$ cat src/rtl/instr_decode_stage_pkg.sv
// rtl/instr_decode_stage_pkg.sv - shared opcode constants and decoded-instruction struct
//
// Purpose: opcode and R-type ext encodings plus the packed decoded record
//          that is held in both the main and the skid registers.
package instr_decode_stage_pkg;

    localparam logic [3:0] OP_RTYPE = 4'h0;
    localparam logic [3:0] OP_ANDI  = 4'h1;
    localparam logic [3:0] OP_ORI   = 4'h2;
    localparam logic [3:0] OP_XORI  = 4'h3;
    localparam logic [3:0] OP_MEM   = 4'h4;
    localparam logic [3:0] OP_ADDI  = 4'h5;
    localparam logic [3:0] OP_SHIFT = 4'h8;
    localparam logic [3:0] OP_CMPI  = 4'hB;
    localparam logic [3:0] OP_BCOND = 4'hC;
    localparam logic [3:0] OP_LUI   = 4'hF;

    localparam logic [3:0] EXT_LOAD = 4'h0;
    localparam logic [3:0] EXT_CMP  = 4'hB;

    typedef struct packed {
        logic [3:0] opcode;
        logic [3:0] ext;
        logic [3:0] rdest;
        logic [3:0] rsrc;
        logic       is_imm;
        logic       imm_zext;
        logic       is_branch;
        logic       is_mem;
        logic       wr_en;
        logic       illegal;
    } decoded_t;

endpackage

$ cat src/rtl/instr_field_decoder.sv
// rtl/instr_field_decoder.sv - combinational instruction word to decoded record
//
// Purpose: splits a 16-bit instruction into fields and classification flags.
// Ports:
//   instr  in   16-bit instruction word
//   dec    out  decoded fields and flags
module instr_field_decoder
    import instr_decode_stage_pkg::*;
(
    input  logic [15:0] instr,
    output decoded_t    dec
);

    logic [3:0] op;
    logic [3:0] ex;
    logic       bad;

    assign op = instr[15:12];
    assign ex = instr[7:4];

    // Holes in the R-type ext space; such words still flow through the stage.
    assign bad = (op == OP_RTYPE) &&
                 (ex == 4'h4 || ex == 4'h8 || ex == 4'hC || ex == 4'hF);

    always_comb begin
        dec           = '0;
        dec.opcode    = op;
        dec.ext       = ex;
        dec.rdest     = instr[11:8];
        dec.rsrc      = instr[3:0];
        dec.illegal   = bad;
        dec.is_imm    = !(op == OP_RTYPE || op == OP_MEM ||
                          op == OP_SHIFT || op == OP_BCOND);
        dec.imm_zext  = (op == OP_ANDI || op == OP_ORI ||
                         op == OP_XORI || op == OP_LUI);
        dec.is_branch = (op == OP_BCOND);
        dec.is_mem    = (op == OP_MEM);
        // Only LOAD in the memory group writes a register.
        dec.wr_en     = !((op == OP_RTYPE && ex == EXT_CMP) ||
                          (op == OP_CMPI) ||
                          (op == OP_BCOND) ||
                          (op == OP_MEM && ex != EXT_LOAD) ||
                          bad);
    end

endmodule

$ cat src/rtl/instr_decode_stage.sv
// rtl/instr_decode_stage.sv - decode pipeline stage with 2-entry skid buffer
//
// Purpose: decodes the incoming instruction and holds up to two decoded
//          records (main M drives outputs, skid S absorbs backpressure) so
//          that in_ready can be a flop.
// Ports:
//   clk, reset                     clock, synchronous active-high reset
//   in_instr, in_valid, in_ready   upstream handshake
//   flush                          discard all held instructions
//   out_valid, out_ready           downstream handshake
//   opcode, ext, rdest, rsrc       instruction fields
//   imm_hi, imm_lo                 immediate nibbles for the sign extender
//   is_imm, imm_zext, is_branch,
//   is_mem, wr_en, illegal         classification flags
//   retired                        count of output handshakes (wraps)
module instr_decode_stage
    import instr_decode_stage_pkg::*;
#(
    parameter int IW    = 16,
    parameter int CNT_W = 16
) (
    input  logic             clk,
    input  logic             reset,
    input  logic [IW-1:0]    in_instr,
    input  logic             in_valid,
    output logic             in_ready,
    input  logic             flush,
    output logic             out_valid,
    input  logic             out_ready,
    output logic [3:0]       opcode,
    output logic [3:0]       ext,
    output logic [3:0]       rdest,
    output logic [3:0]       rsrc,
    output logic [3:0]       imm_hi,
    output logic [3:0]       imm_lo,
    output logic             is_imm,
    output logic             imm_zext,
    output logic             is_branch,
    output logic             is_mem,
    output logic             wr_en,
    output logic             illegal,
    output logic [CNT_W-1:0] retired
);

    decoded_t in_dec;
    decoded_t m_data;
    decoded_t s_data;
    logic     m_valid;
    logic     s_valid;
    logic     rdy_q;

    logic     accept;
    logic     xfer;
    logic     m_valid_n;
    logic     s_valid_n;
    logic     load_m_in;
    logic     load_m_skid;
    logic     load_s;

    instr_field_decoder u_dec (
        .instr (in_instr),
        .dec   (in_dec)
    );

    assign accept = in_valid && rdy_q;
    assign xfer   = m_valid && out_ready;

    // rdy_q mirrors !s_valid, so an accept never coincides with a full skid.
    always_comb begin
        m_valid_n   = m_valid;
        s_valid_n   = s_valid;
        load_m_in   = 1'b0;
        load_m_skid = 1'b0;
        load_s      = 1'b0;
        if (flush) begin
            m_valid_n = 1'b0;
            s_valid_n = 1'b0;
        end else if (xfer) begin
            if (s_valid) begin
                load_m_skid = 1'b1;
                s_valid_n   = 1'b0;
            end else if (accept) begin
                load_m_in = 1'b1;
            end else begin
                m_valid_n = 1'b0;
            end
        end else if (accept) begin
            if (m_valid) begin
                load_s    = 1'b1;
                s_valid_n = 1'b1;
            end else begin
                load_m_in = 1'b1;
                m_valid_n = 1'b1;
            end
        end
    end

    always_ff @(posedge clk) begin
        if (reset) begin
            m_valid <= 1'b0;
            s_valid <= 1'b0;
            rdy_q   <= 1'b1;
            m_data  <= '0;
            s_data  <= '0;
            retired <= '0;
        end else begin
            m_valid <= m_valid_n;
            s_valid <= s_valid_n;
            rdy_q   <= !s_valid_n;
            if (load_m_in)
                m_data <= in_dec;
            else if (load_m_skid)
                m_data <= s_data;
            if (load_s)
                s_data <= in_dec;
            // The record in M is discarded by a flush, so it does not retire.
            if (xfer && !flush)
                retired <= retired + CNT_W'(1);
        end
    end

    assign in_ready  = rdy_q;
    assign out_valid = m_valid;
    assign opcode    = m_data.opcode;
    assign ext       = m_data.ext;
    assign rdest     = m_data.rdest;
    assign rsrc      = m_data.rsrc;
    assign imm_hi    = m_data.ext;
    assign imm_lo    = m_data.rsrc;
    assign is_imm    = m_data.is_imm;
    assign imm_zext  = m_data.imm_zext;
    assign is_branch = m_data.is_branch;
    assign is_mem    = m_data.is_mem;
    assign wr_en     = m_data.wr_en;
    assign illegal   = m_data.illegal;

endmodule
$ cat config.mk
export PLATFORM = sky130hd
export DESIGN_NAME = instr_decode_stage
export DESIGN_NICKNAME = d
export VERILOG_FILES = /design/src/rtl/instr_decode_stage_pkg.sv /design/src/rtl/instr_field_decoder.sv /design/src/rtl/instr_decode_stage.sv
export SDC_FILE = /design/constraint.sdc
export NUM_CORES = 1
export LEC_CHECK = 0
export ABC_AREA = 1
export BUFFER_PORTS_ARGS = -buffer_cell sky130_fd_sc_hd__buf_2
export CAP_MARGIN = 5
export CELL_PAD_IN_SITES_DETAIL_PLACEMENT = 1
export CELL_PAD_IN_SITES_GLOBAL_PLACEMENT = 1
export CORE_MARGIN = 2
export CORE_UTILIZATION = 40
export DETAILED_ROUTE_END_ITERATION = 8
export PLACE_DENSITY = 0.81
export SYNTH_ARGS = -nofsm -noshare
export SYNTH_HDL_FRONTEND = slang
export SYNTH_SLANG_ARGS = --single-unit
$ cat constraint.sdc
create_clock -name clk -period 2.3 [get_ports clk]
set_input_delay 0.46 -clock clk [delete_from_list [all_inputs] [get_ports clk]]
set_output_delay 0.46 -clock clk [all_outputs]
set_load 0.03 [all_outputs]
==> results.yml <==
flow_run:
  max-cap-violations: 0
place:
  place_congestion: 0.784
  portBuffers: 68
  placed_area_um2: 3190
  dp_hpwl_um: 5890
yosys:
  syn_area_um2: 2850
  ys_top_cells_by_area: "dfxtp_1 44%, nand2_1 16%, nor2_1 7.8%"
  synthCells: 408
  yosysTopAreaCellShare: 0.442
  netlist-cell-type-count: 26
  ys_ff_latch: 63
  yosys_warnings: 0
  synth_fp_nets: 430
  syn_area_per_cell_um2: 7.00
  yosys.area.top_type: "dfxtp_1"
  synth-seq-area-share: 0.442
sta:
  min_period_ns: 1.68
  finalCritPeriodShare: 0.729
  finalSetupViolCount: 0
  hold_violations: 0
  clock_skew_ns: 0.00887
  fmax_mhz: 596
  rsz0062_at_grt: "false"
  slew_headroom: 0.658
  tns_ns: 0
  worst_pin_slew_ns: 0.513
  drv_slew: 0
clock_network:
  numCtsBuffers: 9
  h-tree-depth: 3
  clk_latency_ns: 0.34
  postCtsSetupRepairBufs: 0
  cts_tree: "built"
  root_buffer: "clkbuf_8"
  hold_buffers: 0
  path_clk_slew_ns: 0.08
  clock_path_buffers: 2
  clock_sinks: 63
  cts_resized: 0
final_layout:
  final_common_cell: "nand2_1"
  n_fill_cell: 941
  layout.nets: 489
  syn2layout_area_growth_pct: 19.6
  num_antenna_cells: 0
  final_cell_mix: "120 x nand2_1, 68 x buf_2, 63 x dfxtp_1, 59 x nor2_1, 36 x o21ai_0"
  stdcell_area_um2: 3410
  drive_gt1_frac: 0.216
floorplanning:
  dieArea_um2: 7830
  rows: 30
  die_h_um: 88.5
  die_w_um: 88.5
  io_pins: 69
  coreArea_um2: 6830
  start_util: 0.418
critical_path:
  cp.buffers_inverters: 1
  cp.required_ns: 2.53
  critPathTopFamily: "simple AND/OR/NAND/NOR gates"
  cp_slowest_stage_delay_ns: 0.41
  start_kind: "register"
  critical_path_class: "register to register"
  regToRegStartpoint: "out_valid"
  worstReg2RegEnd: "s_data[21]"
  regToRegSetupSlack_ns: 0.62
  crit_path_frequent_cell: "nor2_1"
  slowest_stage: "dfxtp_1"
  crit_fanout: 14
  cp-end-kind: "register"
  r2r_cells: 5
  cp.arrival_ns: 1.90
  crit_path_cell_trace: "nand3_1 > nor3_2 > inv_1 > nor2_1 > nor2_1"
min_path:
  hold_end: "s_data[13]"
  min-delay-start: "in_instr[11]"
  min-delay-path-class: "input port to register"
  hold_depth: 3
route:
  vias_per_cell: 5.15
  drtIter0Drc: 94
  post_drt_wl_per_cell_um: 14.9
  dr.pass1.iters: 4
  drc: 0
  detail-route-antenna-nets: 0
  wl_um: 8480
  num_vias: 2924
global_routing:
  grtUsageTotal: 0.225
  gr-total-overflow: 0
  grt_max_degree: 31
  grt_pass1_vias: 2795
  grt_pass1_wl_um: 13600
  antenna_found_initial: 0
pwr:
  power_density_nw_per_um2: 711
  p_leak_nw: 1.47
  max-vdd-ir-drop_mv: 0.405
status:
  outcome: "finished, final reports clean"
metal layers:
| metal | vias to the layer above | share of wire | track usage |
|---|---|---|---|
| met3 | 6 | 0.032 | 0.0345 |
| met2 | 66 | 0.46 | 0.366 |
| met1 | 1417 | 0.50 | 0.314 |
| met5 | - | 0 | 0 |
| li1 | 1435 | - | - |
| met4 | 0 | 0.0070 | 0.0620 |
flip-flops by register name, indices dropped and copies added (netlist names):
signal,cells
out_valid,1
imm_zext,1
retired,16
is_mem,1
rdest,4
is_branch,1
s_valid,1
illegal,1
imm_lo,4
wr_en,1
opcode,4
in_ready,1
ext,4
s_data,22
is_imm,1
power by group:
group	internal [W]	leakage (nW)	switching [W]	total [W]
logic	0.0000571	0.860	0.000150	0.000207
clock network	0.000612	0.102	0.000477	0.00109
registers	0.00111	0.510	0.0000151	0.00113
synthesized netlist by cell type (all sizes together):
cell type,instances
a211oi,2
inv,32
dfxtp,63
or2,1
ha,1
buf,17
nand2,120
nor2,62
nand3,9
nor3,6
xnor2,1
nand4,9
a21oi,19
clkbuf,8
a31oi,21
o21ai,37
worst register-to-register path, delay by kind of cell, from the launching register on:
family / cells / cell delay, ns
AND/OR/NAND/NOR: 4 / 0.79
flip-flops: 1 / 0.41
buffers and inverters: 1 / 0.38
metrics by stage:
step	std cells	total power (W)	utilization	hold WS, ns	setup WS, ns
detailed placement	552	0.00136	0.467	0.463	0.441
global route	568	0.00250	0.499	0.383	0.411
global placement	552	0.00136	0.467	0.451	0.495
floorplan	408	0.00129	-	0.441	0.711
CTS	568	0.00244	0.499	0.352	0.609
finish	568	0.00242	0.499	0.361	0.623
area by class of cell:
cell class / instances / area (um^2) / share of cell area
inverter: 32 / 120 / 0.0352
multi-input combinational: 288 / 1310 / 0.385
timing repair buffer: 73 / 378 / 0.111
tap: 96 / 120 / 0.0352
clock inverter: 7 / 96.3 / 0.0282
clock buffer: 9 / 124 / 0.0363
sequential: 63 / 1260 / 0.370
worst max-delay path by stage:
stage	startpoint	to	slack (ns)	cells after the start
floorplan	retired[0]	retired[10]	0.71	8
global placement	flush	is_branch	0.50	9
detailed placement	flush	ext[0]	0.44	9
CTS	out_valid	s_data[21]	0.61	5
global route	out_valid	s_data[21]	0.41	5
finish	out_valid	s_data[21]	0.62	5
cells by family after synthesis:
| family | Yosys count | share of synthesized area |
|---|---|---|
| DFF | 63 | 0.442 |
| AOI/OAI and AO/OA | 79 | 0.149 |
| xor gates and xnor gates | 1 | 0.00307 |
| adders and majority gates | 1 | 0.00438 |
| and+or+nand+nor | 207 | 0.303 |
| buffers and inverters | 57 | 0.0982 |
Note: power is estimated with default switching activity, not from simulation.
